--- src/rtl/keypad_scan_debounce.sv ---
// 4x4 active-low matrix keypad scanner with tick-based press/release debounce.
// Emits one registered key code plus a single-cycle ready strobe per accepted press.
module keypad_scan_debounce #(
  parameter int SCAN_DIV     = 16,
  parameter int DEBOUNCE_CNT = 8
) (
  input  logic       i_clk,
  input  logic       i_rst,
  input  logic [3:0] i_inrow,
  output logic [3:0] o_outcol,
  output logic [4:0] o_key_value,
  output logic       o_key_ready,
  output logic       o_key_down
);

  localparam int DIV_W = (SCAN_DIV > 1) ? $clog2(SCAN_DIV) : 1;
  localparam int CNT_W = $clog2(DEBOUNCE_CNT + 1);
  localparam logic [DIV_W-1:0] DIV_LAST = DIV_W'(SCAN_DIV - 1);
  localparam logic [CNT_W-1:0] CNT_TGT  = CNT_W'(DEBOUNCE_CNT);
  localparam logic [CNT_W-1:0] CNT_ONE  = CNT_W'(1'b1);
  localparam logic [CNT_W-1:0] CNT_MAX  = {CNT_W{1'b1}};

  typedef enum logic [1:0] {
    ST_SCAN     = 2'd0,
    ST_DEBOUNCE = 2'd1,
    ST_HELD     = 2'd2
  } state_t;

  // A sample is a hit only when exactly one row is pulled low.
  function automatic logic f_single_low(input logic [3:0] v);
    logic [2:0] zeros;
    zeros = 3'd0;
    for (int i = 0; i < 4; i++) begin
      zeros = zeros + {2'b00, ~v[i]};
    end
    return (zeros == 3'd1);
  endfunction

  function automatic logic [1:0] f_low_index(input logic [3:0] v);
    logic [1:0] idx;
    idx = 2'd0;
    for (int i = 0; i < 4; i++) begin
      if (!v[i]) begin
        idx = 2'(i);
      end else begin
        idx = idx;
      end
    end
    return idx;
  endfunction

  logic [3:0]       r_sync1;
  logic [3:0]       r_sync2;
  logic [DIV_W-1:0] r_div;
  state_t           r_state;
  logic [1:0]       r_col;
  logic [1:0]       r_row;
  logic [3:0]       r_pat;
  logic [CNT_W-1:0] r_cnt;
  logic [CNT_W-1:0] r_rel;
  logic [3:0]       r_outcol;
  logic [4:0]       r_key_value;
  logic             r_key_ready;
  logic             r_key_down;

  logic             w_tick;
  logic             w_hit;
  logic [CNT_W-1:0] w_cnt_inc;
  logic [CNT_W-1:0] w_rel_inc;
  state_t           w_state_nxt;
  logic [1:0]       w_col_nxt;
  logic [1:0]       w_row_nxt;
  logic [3:0]       w_pat_nxt;
  logic [CNT_W-1:0] w_cnt_nxt;
  logic [CNT_W-1:0] w_rel_nxt;
  logic [4:0]       w_value_nxt;
  logic             w_ready_nxt;

  assign w_tick    = (r_div == DIV_LAST);
  assign w_hit     = f_single_low(r_sync2);
  assign w_cnt_inc = (r_cnt == CNT_MAX) ? r_cnt : r_cnt + CNT_ONE;
  assign w_rel_inc = (r_rel == CNT_MAX) ? r_rel : r_rel + CNT_ONE;

  // Row synchronizer and scan-tick divider.
  always_ff @(posedge i_clk) begin
    if (!i_rst) begin
      r_sync1 <= 4'hF;
      r_sync2 <= 4'hF;
      r_div   <= '0;
    end else begin
      r_sync1 <= i_inrow;
      r_sync2 <= r_sync1;
      r_div   <= w_tick ? '0 : r_div + DIV_W'(1'b1);
    end
  end

  // Scan/debounce/held next-state and output decisions, evaluated only on ticks.
  always_comb begin
    w_state_nxt = r_state;
    w_col_nxt   = r_col;
    w_row_nxt   = r_row;
    w_pat_nxt   = r_pat;
    w_cnt_nxt   = r_cnt;
    w_rel_nxt   = r_rel;
    w_value_nxt = r_key_value;
    w_ready_nxt = 1'b0;
    if (w_tick) begin
      case (r_state)
        ST_SCAN: begin
          if (w_hit) begin
            w_row_nxt = f_low_index(r_sync2);
            w_pat_nxt = r_sync2;
            if (CNT_TGT == CNT_ONE) begin
              w_value_nxt = {1'b0, f_low_index(r_sync2), r_col};
              w_ready_nxt = 1'b1;
              w_state_nxt = ST_HELD;
              w_cnt_nxt   = '0;
              w_rel_nxt   = '0;
            end else begin
              w_cnt_nxt   = CNT_ONE;
              w_state_nxt = ST_DEBOUNCE;
            end
          end else begin
            w_col_nxt = r_col + 2'd1;
          end
        end
        ST_DEBOUNCE: begin
          if (r_sync2 == r_pat) begin
            if (w_cnt_inc >= CNT_TGT) begin
              w_value_nxt = {1'b0, r_row, r_col};
              w_ready_nxt = 1'b1;
              w_state_nxt = ST_HELD;
              w_cnt_nxt   = '0;
              w_rel_nxt   = '0;
            end else begin
              w_cnt_nxt = w_cnt_inc;
            end
          end else begin
            // Reject the attempt but stay on this column for a fresh look.
            w_state_nxt = ST_SCAN;
            w_cnt_nxt   = '0;
          end
        end
        ST_HELD: begin
          if (r_sync2 == 4'hF) begin
            if (w_rel_inc >= CNT_TGT) begin
              w_state_nxt = ST_SCAN;
              w_rel_nxt   = '0;
              w_col_nxt   = r_col + 2'd1;
            end else begin
              w_rel_nxt = w_rel_inc;
            end
          end else begin
            w_rel_nxt = '0;
          end
        end
        default: begin
          w_state_nxt = ST_SCAN;
          w_cnt_nxt   = '0;
          w_rel_nxt   = '0;
        end
      endcase
    end else begin
      w_state_nxt = r_state;
    end
  end

  // FSM state and registered outputs.
  always_ff @(posedge i_clk) begin
    if (!i_rst) begin
      r_state     <= ST_SCAN;
      r_col       <= 2'd0;
      r_row       <= 2'd0;
      r_pat       <= 4'hF;
      r_cnt       <= '0;
      r_rel       <= '0;
      r_outcol    <= 4'b1110;
      r_key_value <= 5'd16;
      r_key_ready <= 1'b0;
      r_key_down  <= 1'b0;
    end else begin
      r_state     <= w_state_nxt;
      r_col       <= w_col_nxt;
      r_row       <= w_row_nxt;
      r_pat       <= w_pat_nxt;
      r_cnt       <= w_cnt_nxt;
      r_rel       <= w_rel_nxt;
      r_outcol    <= ~(4'b0001 << w_col_nxt);
      r_key_value <= w_value_nxt;
      r_key_ready <= w_ready_nxt;
      r_key_down  <= (w_state_nxt == ST_HELD);
    end
  end

  assign o_outcol    = r_outcol;
  assign o_key_value = r_key_value;
  assign o_key_ready = r_key_ready;
  assign o_key_down  = r_key_down;

endmodule
--- config.mk ---
export PLATFORM = sky130hd
export DESIGN_NAME = keypad_scan_debounce
export DESIGN_NICKNAME = d
export VERILOG_FILES = /design/src/rtl/keypad_scan_debounce.sv
export SDC_FILE = /design/constraint.sdc
export NUM_CORES = 1
export LEC_CHECK = 0
export ABC_AREA = 1
export CAP_MARGIN = 20
export CORE_UTILIZATION = 60
export DETAILED_ROUTE_END_ITERATION = 16
export PLACE_DENSITY = 0.83
export SLEW_MARGIN = 20
export SYNTH_ARGS = -nofsm -noshare
export SYNTH_HDL_FRONTEND = slang
export SYNTH_SLANG_ARGS = --single-unit
--- constraint.sdc ---
create_clock -name i_clk -period 4.7 [get_ports i_clk]
set_input_delay 0.94 -clock i_clk [delete_from_list [all_inputs] [get_ports i_clk]]
set_output_delay 0.94 -clock i_clk [all_outputs]
set_load 0.005 [all_outputs]
==> impl_metrics.py, run 1 <==
metrics = {
    "status": {
        "status": "finished, final reports clean",
    },
    "synthesis": {
        "synthXorXnorAreaFrac_pct": 1.39,
        "synth_fa_ha_area_share_pct": 5.02,
        "synth_cell_types": 26,
        "syn_nets": 271,
        "synth_top_family_by_area": "simple AND/OR/NAND/NOR gates",
        "syn_avg_cell_area_um2": 7.34,
        "yosys_warnings": 0,
        "yosysSeqAreaShare_pct": 43.3,
        "ys_seq_elements": 41,
        "synth_compound_area_share_pct": 5.22,
        "syn_area_um2": 1890,
        "syn_inst": 258,
        "yosys.area_share.simple_pct": 36.1,
        "muxShareOfSynthArea_pct": 0,
    },
    "cells_and_area": {
        "nets": 291,
        "regArea_um2": 821,
        "multi_input_area_um2": 905,
        "fin_util_pct": 71.0,
        "layoutNonFillerInstCount": 323,
        "area_growth_pct": 13.4,
        "final_cell_mix": "nand2_1 (64), dfxtp_1 (41), inv_1 (36), nor2_1 (29), nand3_1 (21)",
        "fillerInstances": 261,
        "diodes": 0,
        "final_common_cell": "nand2_1",
        "drive_above_1_share_pct": 13.3,
    },
    "timing": {
        "grt_setup_unrepaired": "no",
        "fin_skew_ns": 0.00691,
        "tightestPinTransition_ns": 0.697,
        "finalWorstPathRequiredPeriod_ns": 2.49,
        "setup_viol": 0,
        "relSlewSlack_pct": 53.4,
        "setup_tns_ns": 0,
        "finalHoldViolations": 0,
        "fin_crit_sh_pct": 52.9,
        "slew_violations": 0,
        "worst_slack_ns": 2.21,
        "timing.fmax_ghz": 0.402,
    },
    "grt": {
        "grt.overflow.total": 0,
        "grt_pass1_wl_um": 6150,
        "grt_pass1_vias": 1457,
        "track_usage_pct": 24.0,
        "antenna_found_initial": 0,
        "grt_start_max_net_pins": 21,
    },
    "cts": {
        "ctsHoldBuffers": 0,
        "cts_root_buf": "clkbuf_4",
        "cts.sinks": 41,
        "cts_post_setup_buffers_inserted": 0,
        "htreeDepth": 2,
        "cts_tree": "done",
        "path_clk_slew_ns": 0.11,
        "clkLatencyLatePin_ns": 0.34,
        "post_cts_resized": 0,
        "cts_buffers": 5,
        "clk_path_buf_depth": 2,
    },
    "hold_path": {
        "hold_path.class": "flop to flop",
    },
    "worst_setup_path": {
        "setup.worst_path.end": "r_sync2[2]",
        "path_class": "primary input to flop",
        "endpoint_kind": "flop",
        "reg2reg_from": "r_sync2[0]",
        "path_max_fanout": 20,
        "r2r-end": "r_row[0]",
        "r2r_setup_slack_ns": 2.28,
        "reg2reg_depth": 12,
        "cp.arrival_ns": 2.72,
        "startpoint": "i_rst",
        "start_kind": "primary input",
        "cp.required_ns": 4.93,
    },
    "floorplan": {
        "die_x_um": 58.2,
        "core_um2": 3030,
        "die-area_um2": 3390,
        "rows": 20,
        "initial_core_util_pct": 62.6,
        "die_h_um": 58.2,
        "top_level_ports": 17,
    },
    "placed_design": {
        "port_buffers": 16,
        "place_congestion": 0.847,
        "place_inst": 315,
        "dp.final_hpwl_um": 2520,
        "place_ws_ns": 1.80,
    },
    "routing": {
        "routed_wl_um": 3450,
        "vias": 1566,
        "wl_per_cell_um": 10.7,
        "final_antenna_net_count": 0,
        "drc": 0,
        "via_per_inst": 4.85,
        "drt_iter0_markers": 39,
        "dr.pass1.iters": 4,
    },
    "power": {
        "total_power_uw": 562,
        "power.leakage_nw": 1.07,
        "peakVddDrop_mv": 0.257,
        "power_density_nw_per_um2": 262,
    },
    "flow_run": {
        "drv_cap": 0,
    },
}
power by group:
part	switching, mW	leakage [nW]	internal, mW
clock network	0.110	0.0255	0.0591
logic	0.0216	0.709	0.0141
registers	0.00474	0.333	0.353
total	0.136	1.07	0.426
synth_stat cells (all sizes together):
master | instances | area share, %
a21boi | 1 | 0.40
a31oi | 1 | 0.33
o211ai | 4 | 1.6
nand4 | 6 | 2.8
clkinv | 1 | 0.26
nor3 | 1 | 0.26
buf | 3 | 0.73
nor2 | 36 | 8.3
o21ai | 2 | 0.53
xor2 | 1 | 0.46
dfxtp | 41 | 43
fa | 1 | 1.1
ha | 6 | 4.0
a21oi | 9 | 2.4
xnor2 | 2 | 0.92
nand2 | 70 | 15
inv | 40 | 7.9
nand3 | 24 | 7.1
or2 | 9 | 3.0
state kept, by name, indices dropped and copies added (netlist names), 4 cells and up:
register,flops
o_key_value,5
o_outcol,4
r_cnt,4
r_div,4
r_pat,4
r_rel,4
r_sync1,4
r_sync2,4
worst min path at each step:
stage	start	to	slack, ns	cells after the start
2_1_floorplan	r_sync1[0]	r_sync2[0]	0.39	1
3_3_place_gp	r_sync1[2]	r_sync2[2]	0.39	1
3_5_place_dp	r_sync1[1]	r_sync2[1]	0.40	1
4_1_cts	r_sync1[1]	r_sync2[1]	0.43	1
5_1_grt	r_sync1[1]	r_sync2[1]	0.44	1
6_report	r_sync1[1]	r_sync2[1]	0.43	1
stage by stage:
step	hold WS [ns]	instance area, um^2
after floorplan	0.393	1890
after global placement	0.393	2100
after detailed placement	0.399	2100
after CTS	0.427	2150
after global routing	0.437	2150
final	0.426	2150
logic make-up (layout without fill, tap and decap cells):
group                      Yosys count  after routing
AOI/OAI and AO/OA                   17             17
xor gates and xnor gates             3              3
adders and majority gates            7              7
buffers and inverters               44             65
DFF                                 41             41
and+or+nand+nor                    146            146
critical path, stage by stage:
cell and delay [ns]:
clkdlybuf4s50_1 0.92, inv_1 0.46, or2_2 0.40
routing by layer:
metal / global-route usage (%) / wire length, um / vias up
li1: - / - / 840
met1: 31.5 / 1710 / 689
met2: 37.6 / 1550 / 30
met3: 5.36 / 113 / 7
met4: 11.6 / 71 / 0
met5: 0 / 0 / -
final cells by class:
cell class | count | area share (%)
Clock inverter | 1 | 0.349
Timing Repair Buffer | 16 | 7.45
Sequential cell | 41 | 38.2
Multi-Input combinational cell | 173 | 42.1
Inverter | 41 | 7.22
Clock buffer | 7 | 2.10
Tap cell | 44 | 2.56
Note: power is estimated with default switching activity, not from simulation.
==> run 2: changes to the inputs <==
- CORE_UTILIZATION: 60 -> 56
- PLACE_DENSITY: 0.83 -> 0.78
- clock period: 4.7 -> 2.5 ns (I/O delays scaled with it)
==> impl_metrics.py, run 2 (synthesized netlist as in run 1, its figures left out) <==
metrics = {
    "timing": {
        "setup_tns_ns": 0,
        "finalWorstPathRequiredPeriod_ns": 2.29,
        "tightestPinTransition_ns": 0.593,
        "slew_violations": 0,
        "fin_skew_ns": 0.0202,
        "fin_hold_ws_ns": 0.411,
        "finalHoldViolations": 0,
        "setup_viol": 0,
        "relSlewSlack_pct": 60.4,
        "fin_crit_sh_pct": 91.6,
        "grt_setup_unrepaired": "no",
        "timing.fmax_ghz": 0.437,
    },
    "routing": {
        "drc": 0,
        "final_antenna_net_count": 0,
        "routed_wl_um": 3390,
        "via_per_inst": 4.81,
        "vias": 1558,
        "drt_iter0_markers": 71,
        "dr.pass1.iters": 4,
        "wl_per_cell_um": 10.5,
    },
    "grt": {
        "grt.overflow.total": 0,
        "grt_pass1_vias": 1386,
        "antenna_found_initial": 0,
        "grt_pass1_wl_um": 5960,
        "track_usage_pct": 22.3,
        "grt_start_max_net_pins": 20,
    },
    "cts": {
        "cts.sinks": 41,
        "clk_path_buf_depth": 2,
        "cts_buffers": 5,
        "cts_root_buf": "clkbuf_4",
        "ctsHoldBuffers": 0,
        "path_clk_slew_ns": 0.13,
        "clkLatencyLatePin_ns": 0.35,
        "htreeDepth": 2,
        "post_cts_resized": 0,
        "cts_tree": "done",
        "cts_post_setup_buffers_inserted": 0,
    },
    "status": {
        "status": "finished, final reports clean",
    },
    "cells_and_area": {
        "layoutNonFillerInstCount": 324,
        "multi_input_area_um2": 905,
        "diodes": 0,
        "area_growth_pct": 15.5,
        "largest_reg_flops": 5,
        "regArea_um2": 821,
        "drive_above_1_share_pct": 13.9,
        "fillerInstances": 263,
        "final_common_cell": "nand2_1",
        "final_cell_mix": "nand2_1 (64), dfxtp_1 (41), inv_1 (36), nor2_1 (29), nand3_1 (21)",
        "nets": 292,
    },
    "placed_design": {
        "place_inst": 316,
        "dp.final_hpwl_um": 2520,
        "place_congestion": 0.854,
        "port_buffers": 16,
    },
    "hold_path": {
        "hold_path.class": "flop to flop",
    },
    "power": {
        "power.leakage_nw": 1.09,
        "peakVddDrop_mv": 0.378,
        "power_density_nw_per_um2": 543,
    },
    "worst_setup_path": {
        "endpoint_kind": "flop",
        "start_kind": "flop",
        "cp.arrival_ns": 2.55,
        "path_max_fanout": 5,
        "path_class": "flop to flop",
        "cp.required_ns": 2.76,
    },
    "floorplan": {
        "die-area_um2": 3620,
        "core_um2": 3130,
        "die_h_um": 60.2,
        "top_level_ports": 17,
        "rows": 20,
        "initial_core_util_pct": 60.6,
        "die_x_um": 60.2,
    },
    "flow_run": {
        "drv_cap": 0,
    },
}
## run 2: critical path, cell delays in order, from the launching register on
cell	delay [ns]
dfxtp_1	0.37
fa_1	0.54
inv_1	0.04
ha_1	0.17
ha_1	0.27
nor2_1	0.10
nand2_1	0.07
inv_1	0.07
nand2_1	0.06
nor2_1	0.22
nand2_1	0.11
a21oi_1	0.13
nor2_1	0.05
## run 2: power by group
group	internal (mW)	switching, mW
clock	0.239	0.210
sequential	0.663	0.00732
combinational	0.0275	0.0418
total	0.930	0.259
## run 2: cell type report
type / count / area share (%)
Tap cell: 44 / 2.52
Timing Repair Buffer: 17 / 7.66
Clock buffer: 7 / 2.52
Multi-Input combinational cell: 173 / 41.3
Clock inverter: 1 / 1.37
Sequential cell: 41 / 37.5
Inverter: 41 / 7.09
## run 2: path summary, 6_finish.rpt
| check | start | cells after the start | to | slack [ns] |
|---|---|---|---|---|
| hold reg to reg | r_sync1[1] | 1 | r_sync2[1] | 0.41 |
| setup / recovery | r_sync2[0] | 12 | r_row[0] | 0.21 |
| hold / removal | r_sync1[1] | 1 | r_sync2[1] | 0.41 |
| setup reg to reg | r_sync2[0] | 12 | r_row[0] | 0.21 |
## run 2: per-layer routing
metal	GRT usage [%]	routed length, um	vias up	share of wire (%)
met4	8.97	49	0	1.4
li1	-	-	844	-
met3	6.71	150	6	4.4
met1	28.6	1640	680	49
met5	0	0	-	0
met2	34.9	1540	28	46
## run 2: per-stage QoR
stage | power [mW] | cell area (um^2) | util (%) | setup WS (ns)
2_1_floorplan | 0.735 | 1890 | - | 0.368
3_3_place_gp | 0.753 | 2100 | 67.2 | 0.290
3_5_place_dp | 0.755 | 2100 | 67.2 | 0.219
4_1_cts | 1.20 | 2190 | 70.0 | 0.204
5_1_grt | 1.25 | 2190 | 70.0 | 0.00228
6_report | 1.19 | 2190 | 70.0 | 0.211
==> RTL change, RTL diff (settings of run 2) <==
Set the parameter `SCAN_DIV` to 32 (it was 16).
--- a/src/rtl/keypad_scan_debounce.sv
+++ b/src/rtl/keypad_scan_debounce.sv
@@ -2,5 +2,5 @@
 // Emits one registered key code plus a single-cycle ready strobe per accepted press.
 module keypad_scan_debounce #(
-  parameter int SCAN_DIV     = 16,
+  parameter int SCAN_DIV     = 32,
   parameter int DEBOUNCE_CNT = 8
 ) (
Check against the original RTL: no difference found for any inputs over 10 cycles, from zero or initial values and one cycle with i_rst low; that may be too few to reach the edited logic, so the function may still have changed.
==> RTL change against run 2 <==
Sequential cell count grew 1; cell area is 1.7% higher; largest power group unchanged; critical path depth unchanged; critical path type unchanged; setup slack got worse by 0.014 ns; synthesized area is 1.4% higher; largest cell class unchanged; total power fell by 6.7%; routed wire length is 0.35% higher.
==> RTL change: results (changes against run 2) <==
outcome complete, no violations; post-synthesis compound-gate area fraction 8.14% (+2.9 points); vias in the first global route 1,407 (+1.5%); Post-Synthesis Cells 248 (-3.9%); placed insts 307 (-2.8%); part of the Yosys area used for sequential elements 43.8% (+0.45 points); GR Util met3 6.40% (-0.31 points); crit path time final 2.30 ns (+0.0135 ns); Placed Area 2140 um2 (+1.7%); GPL Wtd Cong 0.892 (+4.5%); Via Count 1,557 (-0.064%); area grow syn2layout 15.8%; first-pass GRT wire length 5800 um (-2.8%); XOR/XNOR share of the synthesized area 2.28% (+0.89 points); Synth top cells by count 55 x nand2_1, 42 x dfxtp_1, 25 x inv_1; M1 GR Usage 26.5% (-2.1 points); Leakage 1.00 nW (-8.3%); overall routed net length 3400 um (+0.35%); share of layout cells above drive strength 1 19.0% (+5.1 points); Max IR drop VDD 0.363 mV (-4.0%); total track usage 21.7% (-0.65 points); top post-synthesis cells by area dfxtp_1 44%, nand2_1 11%, inv_1 4.9%; largest net degree at the start of global routing 15 (-25%); DP Worst Slack 0.220 ns (+0.00122 ns); starting DRC count in detailed routing 85 (+20%); post-route met1 wirelength 1660 um (+0.79%)
## RTL change: cell types whose count changed in the layout (fill, tap and decap cells not counted), sizes merged, moves of 2 or more
cell and delta:
o21ai +5, nand3 -4, a21oi +8, nand4 +2, inv -3, buf +3
nor3 +3, nand2 -14, xor2 +2, o211ai -3, nor2 -9
## RTL change: timing repair
item / in CTS / in global routing
setup endpoints to repair: 0 / 4
resized for setup: 0 / 3
endpoints found under the hold margin: 0 / 0
buffers inserted: 0 / 2
## RTL change: cell type report
class                      instances  area share [%]
clock buffer                       6            2.31
timing repair buffer              20            8.55
clock inverter                     2           0.562
tap                               44            2.47
sequential                        42            37.9
inverter                          38            6.47
multi-input combinational        165            41.7
## RTL change: power breakdown
group / switching, mW / leakage [nW] / internal (mW)
combinational: 0.0408 / 0.628 / 0.0289
clock: 0.218 / 0.0343 / 0.135
sequential: 0.00692 / 0.340 / 0.679
